--- config.mk ---
export PLATFORM = sky130hd
export DESIGN_NAME = bin_to_bcd_serial
export DESIGN_NICKNAME = d
export VERILOG_FILES = /design/src/rtl/bin_to_bcd_serial.sv
export SDC_FILE = /design/constraint.sdc
export NUM_CORES = 1
export LEC_CHECK = 0
export CAP_MARGIN = 5
export CORE_MARGIN = 2
export CORE_UTILIZATION = 50
export CTS_CLUSTER_DIAMETER = 200
export DETAILED_ROUTE_END_ITERATION = 8
export GPL_ROUTABILITY_DRIVEN = 0
export PLACE_DENSITY_LB_ADDON = 0.25
export SYNTH_ARGS = -nofsm -noshare
export SYNTH_HDL_FRONTEND = slang
export SYNTH_SLANG_ARGS = --single-unit
--- constraint.sdc ---
create_clock -name clk -period 1.6 [get_ports clk]
set_input_delay 0.32 -clock clk [delete_from_list [all_inputs] [get_ports clk]]
set_output_delay 0.32 -clock clk [all_outputs]
set_load 0.01 [all_outputs]
--- src/rtl/bin_to_bcd_serial.sv ---
// Iterative double-dabble binary-to-BCD converter: one input bit per clock,
// result and overflow flag held in output registers until the next completion.
module bin_to_bcd_serial #(
  parameter int WIDTH       = 32,
  parameter int DIGITS      = 10,
  parameter int DISP_DIGITS = 8
) (
  input  logic                  clk,
  input  logic                  reset,
  input  logic                  start,
  input  logic [WIDTH-1:0]      bin_in,
  output logic                  busy,
  output logic                  done,
  output logic [4*DIGITS-1:0]   bcd_out,
  output logic                  ovf
);

  localparam int BCD_W = 4 * DIGITS;
  localparam int CNT_W = (WIDTH > 1) ? $clog2(WIDTH) : 1;

  typedef enum logic {
    IDLE,
    SHIFT
  } state_t;

  state_t               state, state_next;
  logic [CNT_W-1:0]     cnt;
  logic [BCD_W-1:0]     bcd_q, bcd_adj;
  logic [WIDTH-1:0]     bin_q;
  logic [BCD_W+WIDTH-1:0] shifted;
  logic                 load, last;

  // NOTE: every signal written in always_comb gets a default first, so no path
  // leaves it unassigned and no latch is inferred.
  always_comb begin
    state_next = state;
    load       = 1'b0;
    last       = 1'b0;
    case (state)
      IDLE: begin
        if (start) begin
          load       = 1'b1;
          state_next = SHIFT;
        end
      end
      SHIFT: begin
        if (cnt == CNT_W'(WIDTH - 1)) begin
          last       = 1'b1;
          state_next = IDLE;
        end
      end
    endcase
  end

  // Add-3 correction on every digit in parallel, then one left shift.
  always_comb begin
    bcd_adj = bcd_q;
    for (int k = 0; k < DIGITS; k++) begin
      if (bcd_q[4*k +: 4] >= 4'd5)
        bcd_adj[4*k +: 4] = bcd_q[4*k +: 4] + 4'd3;
    end
    shifted = {bcd_adj, bin_q} << 1;
  end

  assign busy = (state == SHIFT);

  // NOTE: sequential state uses non-blocking assignments so every register
  // samples pre-edge values, independent of statement order.
  always_ff @(posedge clk or negedge reset) begin
    if (!reset) state <= IDLE;
    else        state <= state_next;
  end

  always_ff @(posedge clk or negedge reset) begin
    if (!reset) begin
      cnt     <= '0;
      bcd_q   <= '0;
      bin_q   <= '0;
      bcd_out <= '0;
      ovf     <= 1'b0;
      done    <= 1'b0;
    end else begin
      done <= 1'b0;
      if (load) begin
        cnt   <= '0;
        bcd_q <= '0;
        bin_q <= bin_in;
      end else if (busy) begin
        cnt   <= cnt + CNT_W'(1);
        bcd_q <= shifted[BCD_W+WIDTH-1:WIDTH];
        bin_q <= shifted[WIDTH-1:0];
      end
      if (last) begin
        bcd_out <= shifted[BCD_W+WIDTH-1:WIDTH];
        ovf     <= |shifted[BCD_W+WIDTH-1:WIDTH+4*DISP_DIGITS];
        done    <= 1'b1;
      end
    end
  end

endmodule

==> results of run 1 <==
==> layout make-up <==
class,instances,area share [%]
timing repair buffer,117,14.2
multi-input combinational,411,34.4
clock inverter,11,2.23
tap,143,2.35
inverter,27,1.36
clock buffer,21,6.05
sequential,120,39.4
==> flip-flops by register name (all words and copies together), names as in the netlist <==
register,flops
bcd_out,40
bcd_q,40
bin_q,32
cnt,5
busy,1
done,1
ovf,1
==> worst min-delay path by stage <==
stage,from,to,depth (start not counted)
6_report,start,cnt[3]$_DFFE_PN0P_,4
5_1_grt,start,cnt[3]$_DFFE_PN0P_,4
4_1_cts,start,cnt[3]$_DFFE_PN0P_,4
3_5_place_dp,reset,bcd_q[27]$_DFFE_PN0P_,2
3_3_place_gp,reset,bcd_q[27]$_DFFE_PN0P_,2
2_1_floorplan,reset,bcd_out[0]$_DFFE_PN0P_,0
==> cell usage after synthesis <==
library cell,instances,share of area (%)
nand2_1,132,8.7
dfrtp_1,120,52
o21ai_0,75,6.6
mux2i_1,42,7.3
inv_1,25,1.6
ha_1,22,4.8
a21oi_1,21,1.8
nor2_1,19,1.2
buf_2,17,1.5
nor3b_1,14,1.8
o21ai_1,14,1.2
xnor2_1,10,1.5
nand2b_1,9,0.98
clkbuf_1,8,0.52
nand3_1,8,0.70
a21oi_2,6,0.92
a22o_1,6,0.92
a31oi_1,6,0.66
buf_4,5,0.66
a31o_2,4,0.61
o22ai_1,4,0.44
o31ai_1,4,0.52
a21o_1,2,0.26
and3_1,2,0.22
inv_2,2,0.13
a211oi_2,1,0.22
a21oi_4,1,0.28
and2_1,1,0.11
mux2_2,1,0.20
nand2_4,1,0.20
nand2b_2,1,0.15
nand4_1,1,0.11
nor2_2,1,0.11
nor3_1,1,0.087
o32a_1,1,0.17
xor2_1,1,0.15
==> metal layers <==
metal / up-vias / track usage (%)
li1: 2207 / -
met1: 2141 / 25.4
met2: 130 / 35.7
met3: 37 / 6.62
met4: 0 / 9.33
met5: - / 0
==> stage by stage <==
step                      total power, uW  hold slack, ns  worst slack, ns  area (um2)  utilization, %
final                               15700           0.327          -0.0390        7620            67.6
after global routing                16800           0.344           -0.126        7620            67.6
after CTS                           15000           0.308          -0.0370        7420            65.8
after detailed placement            11000           0.332           -0.139        6780            60.1
after global placement              10700           0.339          -0.0555        6780            60.1
after floorplan                      8920          0.0244         -0.00480        5730               -
==> power breakdown <==
group / internal (uW) / switching, uW / leakage, uW
Sequential: 4260 / 973 / 0.00148
Combinational: 3130 / 3310 / 0.00180
Clock: 2690 / 1380 / 0.000300
==> critical path, stage by stage, from the launching register on <==
cell and delay (ns):
dfrtp_1 0.42, inv_2 0.06, ha_2 0.22, and2_1 0.19, a21oi_1 0.22, nand4_1 0.12, o32a_1 0.29
==> logic make-up after synthesis <==
| family | Yosys count | synth area share (%) |
|---|---|---|
| AO/OA/AOI/OAI | 145 | 14.6 |
| multiplexers | 43 | 7.54 |
| AND/OR/NAND/NOR | 190 | 14.4 |
| buffers and inverters | 57 | 4.44 |
| adder cells (fa/ha/maj) | 22 | 4.81 |
| XOR/XNOR | 11 | 1.68 |
| flip-flops | 120 | 52.5 |
==> placed cells by master, fill, tap and decap left out, types with 6 or more instances in the layout <==
master | Yosys | final
a21oi_1 | 21 | 17
dfrtp_1 | 120 | 119
ha_1 | 22 | 12
nand2_1 | 132 | 132
dlygate4sd2_1 | 0 | 42
ha_2 | 0 | 8
nor3b_1 | 14 | 14
a31oi_1 | 6 | 6
clkdlybuf4s50_1 | 0 | 32
buf_4 | 5 | 34
mux2i_1 | 42 | 39
o21ai_0 | 75 | 75
a22o_1 | 6 | 6
nor2_1 | 19 | 19
inv_2 | 2 | 12
o21ai_1 | 14 | 14
xnor2_1 | 10 | 6
inv_1 | 25 | 14
nand3_1 | 8 | 8
a21oi_2 | 6 | 8
clkbuf_16 | 0 | 17
==> repair_timing <==
action | CTS | global route
hold endpoints to repair | 120 | 0
hold buffers | 1 | 0
pin swaps | 0 | 12
gates cloned | 0 | 0
buffers inserted | 3 | 10
endpoints found under the setup margin | 71 | 46
gates resized for setup | 49 | 34
==> impl_metrics.env, run 1 <==
export IMPL_outcome="finished, violations left"
export IMPL_violations="setup timing"
export IMPL_critPathMaxFanout=4
export IMPL_ant_nets=0
export IMPL_cap_viol_max_count=0
export IMPL_fin_nets=751
export IMPL_rrSetupSlack_ns=-0.04
export IMPL_crit_end="ovf$_DFFE_PN0P_"
export IMPL_fin_setup_tns_ns=-0.0427
export IMPL_drc_errors=0
export IMPL_grt_setup_unrepaired="yes"
export IMPL_path_class="register to register"
export IMPL_crit_arrival_ns=1.94
export IMPL_cp_end_kind="register"
export IMPL_wl_per_cell_um=15.2
export IMPL_startpoint_type="register"
export IMPL_grt_overflow_total=0
export IMPL_synth_area_um2=5720
export IMPL_max_slew_margin_rel_pct=73.3
export IMPL_grt_total_usage_pct=21.3
export IMPL_p_leak_uw=0.00358
export IMPL_synth_seq_cells=120
export IMPL_boundaryPins=78
export IMPL_cts_sinks=120
export IMPL_seq_area_um2=3000
export IMPL_finalHoldViolCount=0
export IMPL_avgSynthCellArea_um2=9.73
export IMPL_die_area_um2=12300
export IMPL_grt_pass1_vias=4471
export IMPL_clk_path_buf_depth=2
export IMPL_antenna_found_initial=0
export IMPL_r2r_end="ovf$_DFFE_PN0P_"
export IMPL_fp_dieH_um=111
export IMPL_clk_pin_slew_ns=0.06
export IMPL_rows=39
export IMPL_regToRegStartpoint="bcd_q[32]$_DFFE_PN0P_"
export IMPL_wl_um=12900
export IMPL_fillCellCount=852
export IMPL_synthCells=588
export IMPL_core_um2=11300
export IMPL_worstMarginPinSlew_ns=0.400
export IMPL_highest_layer="met4"
export IMPL_cts_tree="built"
export IMPL_clk_latency_ns=0.42
export IMPL_yosysWarnings=0
export IMPL_start_util_pct=50.8
export IMPL_drive_above_1_share_pct=18.0
export IMPL_grt_pass1_wl_um=21000
export IMPL_final_max_slew_viol_count=0
export IMPL_via_count=4515
export IMPL_dp_cells=804
export IMPL_diodes=0
export IMPL_synth_fp_nets=645
export IMPL_clock_skew_final_ns=0.00753
export IMPL_setup_ws_ns=-0.0390
export IMPL_dr_pass1_iters=5
export IMPL_critPathLaunch="bcd_q[32]$_DFFE_PN0P_"
export IMPL_yosysSeqAreaShare_pct=52.5
export IMPL_fin_crit_sh_pct=102
export IMPL_worstHoldPathType="input pin to register"
export IMPL_instances_no_fill=850
export IMPL_root_buffer="clkbuf_16"
export IMPL_p_per_area_nw_per_um2=2070
export IMPL_ir_worst_vdd_uv=876
export IMPL_setup_violations_final=2
export IMPL_reg2reg_depth=6
export IMPL_drt_iter0_markers=301
export IMPL_grt_max_degree=50
export IMPL_cp_data_required_time_ns=1.90
export IMPL_met3_length_um=738
export IMPL_dieWidth_um=111
export IMPL_max_clock_freq_mhz=610
export IMPL_wl_met1_um=5430
export IMPL_cts_made_buffers=17
export IMPL_htree_levels=4
export IMPL_dpl_hpwl_um=8300
export IMPL_syn_to_final_growth_pct=33.1
export IMPL_min_period_ns=1.64
export IMPL_multi_input_area_um2=2620
export IMPL_via_per_inst=5.31
export IMPL_io_buffers=77
export IMPL_synth_distinct_cells=36
export IMPL_route_met2_wl_um=6420
Power figures use the tool's default switching activity.
==> run 2: changes to the inputs <==
--- a/config.mk
+++ b/config.mk
@@ -8,10 +8,11 @@
 export CAP_MARGIN = 5
 export CORE_MARGIN = 2
 export CORE_UTILIZATION = 50
-export CTS_CLUSTER_DIAMETER = 200
+export CTS_CLUSTER_DIAMETER = 100
 export DETAILED_ROUTE_END_ITERATION = 8
 export GPL_ROUTABILITY_DRIVEN = 0
 export PLACE_DENSITY_LB_ADDON = 0.25
+export SKIP_CTS_REPAIR_TIMING = 1
 export SYNTH_ARGS = -nofsm -noshare
 export SYNTH_HDL_FRONTEND = slang
 export SYNTH_SLANG_ARGS = --single-unit
==> run 2 against run 1 <==
The run still ends with setup timing left. Maximum frequency fell by 1.9%. Critical endpoint unchanged. Highest routed layer unchanged. Routed wire length rose by 0.82%. Non-clock buffer count fell by 2. Largest cell class unchanged.
==> impl_metrics.env, run 2 (synthesis results as in run 1) <==
export IMPL_fin_crit_sh_pct=104
export IMPL_rows=39
export IMPL_grt_total_usage_pct=21.0
export IMPL_dr_pass1_iters=4
export IMPL_wl_per_cell_um=15.3
export IMPL_htree_levels=4
export IMPL_diodes=0
export IMPL_cp_data_required_time_ns=1.91
export IMPL_critical_path_slowest_cell="dfrtp_1"
export IMPL_path_class="register to register"
export IMPL_setup_ws_ns=-0.0715
export IMPL_final_max_slew_viol_count=0
export IMPL_antenna_found_initial=0
export IMPL_ant_nets=0
export IMPL_via_per_inst=5.33
export IMPL_grt_setup_unrepaired="yes"
export IMPL_dp_cells=804
export IMPL_grt_pass1_wl_um=20700
export IMPL_clk_latency_ns=0.42
export IMPL_cap_viol_max_count=0
export IMPL_pre_cts_ws_ns=-0.139
export IMPL_ir_worst_vdd_uv=962
export IMPL_outcome="finished, violations left"
export IMPL_max_slew_margin_rel_pct=72.8
export IMPL_crit_arrival_ns=1.98
export IMPL_clock_skew_final_ns=0.00996
export IMPL_drt_iter0_markers=289
export IMPL_worst_path_largest_cell_delay_ns=0.35
export IMPL_largest_registers="bcd_out (40), bcd_q (40), bin_q (32)"
export IMPL_core_um2=11300
export IMPL_die_area_um2=12300
export IMPL_startpoint_type="register"
export IMPL_cp_end_kind="register"
export IMPL_worstHoldPathType="input pin to register"
export IMPL_power_total_uw=15900
export IMPL_dieWidth_um=111
export IMPL_crit_chain="ha_2 -> and3_4 -> ha_4 -> nand2_8 -> a211oi_2 -> nand4_1 -> o32a_1"
export IMPL_wl_um=13000
export IMPL_drive_above_1_share_pct=18.3
export IMPL_worstMarginPinSlew_ns=0.407
export IMPL_setup_violations_final=2
export IMPL_drc_errors=0
export IMPL_finalHoldViolCount=0
export IMPL_clk_pin_slew_ns=0.06
export IMPL_cts_tree="built"
export IMPL_grt_pass1_vias=4443
export IMPL_mostFrequentLayoutCells="132 x nand2_1, 119 x dfrtp_1, 75 x o21ai_0, 43 x dlymetal6s2s_1, 38 x mux2i_1"
export IMPL_cts_made_buffers=17
export IMPL_fin_nets=749
export IMPL_critPathMaxFanout=4
export IMPL_boundaryPins=78
export IMPL_final_common_cell="nand2_1"
export IMPL_syn_to_final_growth_pct=36.2
export IMPL_max_clock_freq_mhz=598
export IMPL_clk_path_buf_depth=2
export IMPL_dpl_hpwl_um=8300
export IMPL_violations="setup timing"
export IMPL_min_period_ns=1.67
export IMPL_p_per_area_nw_per_um2=2040
export IMPL_path_buf_inv=0
export IMPL_cpLargestDelayFamily="compound AO/OA/AOI/OAI gates"
export IMPL_grt_overflow_total=0
export IMPL_root_buffer="clkbuf_16"
export IMPL_cts_sinks=120
export IMPL_via_count=4520
export IMPL_start_util_pct=50.8
export IMPL_grt_max_degree=50
export IMPL_p_leak_uw=0.00390
export IMPL_io_buffers=77
export IMPL_instances_no_fill=848
export IMPL_fp_dieH_um=111
## run 2: layout make-up
class                      instances  area, um2
timing repair buffer             115       1240
clock inverter                    11        170
clock buffer                      21        460
tap                              143        179
inverter                          27        109
sequential                       120       3000
fill                             828       3480
multi-input combinational        411       2640
## run 2: routing by layer
| metal | GRT usage, % | vias to the layer above | wire length, um |
|---|---|---|---|
| li1 | - | 2207 | - |
| met1 | 25.4 | 2171 | 5560 |
| met2 | 34.4 | 119 | 6450 |
| met3 | 6.62 | 23 | 756 |
| met4 | 9.67 | 0 | 231 |
| met5 | 0 | - | 0 |
## run 2: where the power goes
part	switching (uW)	leakage (uW)	total, uW	internal [uW]
Clock	1400	0.000300	4080	2690
Combinational	3320	0.00212	6600	3280
Sequential	989	0.00148	5250	4260
## run 2: metrics by stage
step                      utilization, %  hold WS (ns)  setup TNS [ns]  cell area (um2)
after floorplan                        -        0.0244        -0.00480             5730
after global placement              60.1         0.339          -0.855             6780
after detailed placement            60.1         0.332           -2.20             6780
after global routing                69.2         0.343          -0.541             7790
final                               69.2         0.324         -0.0747             7790
after CTS                           65.7        -0.113           -4.82             7410
## run 2: path summary, 6_finish.rpt
check,slack [ns],cells after the start,to,from
setup / recovery,-0.07,7,ovf$_DFFE_PN0P_,cnt[1]$_DFFE_PN0P_
hold / removal,0.32,4,cnt[3]$_DFFE_PN0P_,start
min in group asynchronous,0.44,3,bcd_q[32]$_DFFE_PN0P_,reset
max in group asynchronous,0.89,3,busy$_DFF_PN0_,reset
hold reg to reg,0.47,2,bcd_out[22]$_DFFE_PN0P_,bcd_out[22]$_DFFE_PN0P_
setup reg to reg,-0.07,7,ovf$_DFFE_PN0P_,cnt[1]$_DFFE_PN0P_
## run 2: worst reg2reg max path: stages (launching register included)
cell,delay [ns]
dfrtp_1,0.35
ha_2,0.19
and3_4,0.19
ha_4,0.15
nand2_8,0.07
a211oi_2,0.18
nand4_1,0.12
o32a_1,0.29
==> run 3: changes to the inputs <==
--- a/config.mk
+++ b/config.mk
@@ -6,7 +6,6 @@
 export NUM_CORES = 1
 export LEC_CHECK = 0
 export CAP_MARGIN = 5
-export CORE_MARGIN = 2
 export CORE_UTILIZATION = 50
 export CTS_CLUSTER_DIAMETER = 100
 export DETAILED_ROUTE_END_ITERATION = 8
==> run 3 against run 2 <==
The flow still finishes with violations (setup timing). Largest power group unchanged. Non-clock buffer count is 2 higher. Utilization is 1.5 points higher. Global-route usage grew 1.4 points. Largest cell class unchanged.
==> impl_metrics.env, run 3 (synthesis results as in run 1) <==
export IMPL_ant_nets=0
export IMPL_fin_setup_tns_ns=-0.0575
export IMPL_violations="setup timing"
export IMPL_p_switching_uw=5530
export IMPL_drc_errors=0
export IMPL_pwr_share_seq_pct=34.7
export IMPL_clkPwrFrac_pct=22.2
export IMPL_fin_nets=751
export IMPL_largest_registers="bcd_out (40), bcd_q (40), bin_q (32)"
export IMPL_worstHoldPathType="input pin to register"
export IMPL_setup_violations_final=1
export IMPL_finalHoldViolCount=0
export IMPL_crit_arrival_ns=1.95
export IMPL_clock_skew_final_ns=0.0101
export IMPL_switching_share_pct=36.4
export IMPL_syn_to_final_growth_pct=35.7
export IMPL_grt_pass1_wl_um=20200
export IMPL_critPathMaxFanout=4
export IMPL_rows=38
export IMPL_drive_above_1_share_pct=18.1
export IMPL_fin_crit_sh_pct=104
export IMPL_min_period_ns=1.66
export IMPL_power_frac_comb_pct=43.1
export IMPL_boundaryPins=78
export IMPL_core_um2=11000
export IMPL_die_area_um2=11900
export IMPL_worstMarginPinSlew_ns=0.381
export IMPL_clk_path_buf_depth=2
export IMPL_grt_max_degree=63
export IMPL_cts_tree="built"
export IMPL_dieWidth_um=109
export IMPL_mostFrequentLayoutCells="128 x nand2_1, 119 x dfrtp_1, 75 x o21ai_0, 43 x dlymetal6s2s_1, 39 x mux2i_1"
export IMPL_dr_pass1_iters=4
export IMPL_antenna_found_initial=0
export IMPL_crit_chain="ha_2 -> and3_4 -> ha_4 -> nand2_4 -> a211oi_2 -> nand4_1 -> o32a_1"
export IMPL_fp_dieH_um=109
export IMPL_wl_per_cell_um=15.1
export IMPL_critical_path_slowest_cell="dfrtp_1"
export IMPL_cp_data_required_time_ns=1.89
export IMPL_path_class="register to register"
export IMPL_setup_ws_ns=-0.0575
export IMPL_htree_levels=4
export IMPL_io_buffers=77
export IMPL_ir_worst_vdd_uv=1000
export IMPL_p_per_area_nw_per_um2=1960
export IMPL_final_max_slew_viol_count=0
export IMPL_fillCellCount=807
export IMPL_dpl_hpwl_um=8290
export IMPL_p_leak_uw=0.00389
export IMPL_p_int_uw=9680
export IMPL_clk_pin_slew_ns=0.05
export IMPL_grt_total_usage_pct=22.4
export IMPL_max_slew_margin_rel_pct=74.6
export IMPL_grt_pass1_vias=4404
export IMPL_cap_viol_max_count=0
export IMPL_cts_sinks=120
export IMPL_grt_setup_unrepaired="yes"
export IMPL_max_clock_freq_mhz=603
export IMPL_grt_overflow_total=0
export IMPL_wl_um=12800
export IMPL_final_common_cell="nand2_1"
export IMPL_pre_cts_ws_ns=-0.0699
export IMPL_cts_made_buffers=17
export IMPL_drt_iter0_markers=201
export IMPL_root_buffer="clkbuf_16"
export IMPL_cp_end_kind="register"
export IMPL_via_count=4506
export IMPL_diodes=0
export IMPL_start_util_pct=52.1
export IMPL_startpoint_type="register"
export IMPL_clk_latency_ns=0.42
export IMPL_via_per_inst=5.32
export IMPL_outcome="finished, violations left"
export IMPL_worst_path_largest_cell_delay_ns=0.36
-- run 3: changes by cell type in the layout (fill, tap and decap cells not counted), moves of 3 or more --
| cell | delta |
|---|---|
| nand2_1 | -4 |
| clkbuf_1 | +6 |
| bufinv_16 | -4 |
| nand2_2 | +4 |
| clkinvlp_4 | -3 |
| a21oi_2 | -4 |
| nor2_1 | -4 |
-- run 3: power groups by stage --
stage | clock network [uW] | registers, uW | logic [uW]
after CTS | 3440 | 5190 | 5880
after floorplan | 0 | 5190 | 3730
after detailed placement | 0 | 5210 | 5850
after global placement | 0 | 5150 | 5570
final | 3380 | 5270 | 6560
after global routing | 3560 | 5420 | 7290
-- run 3: layout make-up --
type,instances,area (um2),area share [%]
Tap cell,140,175,2.26
Inverter,27,109,1.40
Timing Repair Buffer,117,1280,16.5
Sequential cell,120,3000,38.7
Multi-Input combinational cell,411,2670,34.4
Clock buffer,29,510,6.58
Clock inverter,3,15.0,0.193
-- run 3: per-stage QoR --
| step | instances | utilization (%) | area (um2) | total power, uW | hold slack, ns |
|---|---|---|---|---|---|
| after CTS | 835 | 66.7 | 7330 | 14500 | -0.181 |
| after global placement | 803 | 61.9 | 6800 | 10700 | 0.252 |
| final | 847 | 70.7 | 7760 | 15200 | 0.202 |
| after floorplan | 588 | - | 5730 | 8920 | 0.0244 |
| after detailed placement | 803 | 61.9 | 6800 | 11100 | 0.254 |
| after global routing | 847 | 70.7 | 7760 | 16300 | 0.212 |
-- run 3: worst max-delay path: cells and delay by family (launching register included) --
kind	cells	cell delay (ns)
AO/OA/AOI/OAI	2	0.48
adder cells (fa/ha/maj)	2	0.33
flip-flops	1	0.36
AND/OR/NAND/NOR	3	0.38
-- run 3: routing by layer --
metal  up-vias  GRT usage, %  routed length [um]
met5         -             0                   0
met4         0          10.6                 187
met3        16          6.75                 645
met2       105          37.8                6440
met1      2175          26.0                5540
li1       2210             -                   -
-- run 3: worst paths after layout --
path,cells past startpoint,endpoint,slack [ns],startpoint
min in group asynchronous,2,bcd_out[24]$_DFFE_PN0P_,0.36,reset
worst min-delay path,2,bcd_q[0]$_DFFE_PN0P_,0.20,start
worst min register to register,2,bcd_out[33]$_DFFE_PN0P_,0.47,bcd_out[33]$_DFFE_PN0P_
worst max register to register,7,ovf$_DFFE_PN0P_,-0.06,cnt[0]$_DFFE_PN0P_
worst max-delay path,7,ovf$_DFFE_PN0P_,-0.06,cnt[0]$_DFFE_PN0P_
max in group asynchronous,3,bcd_out[12]$_DFFE_PN0P_,0.65,reset
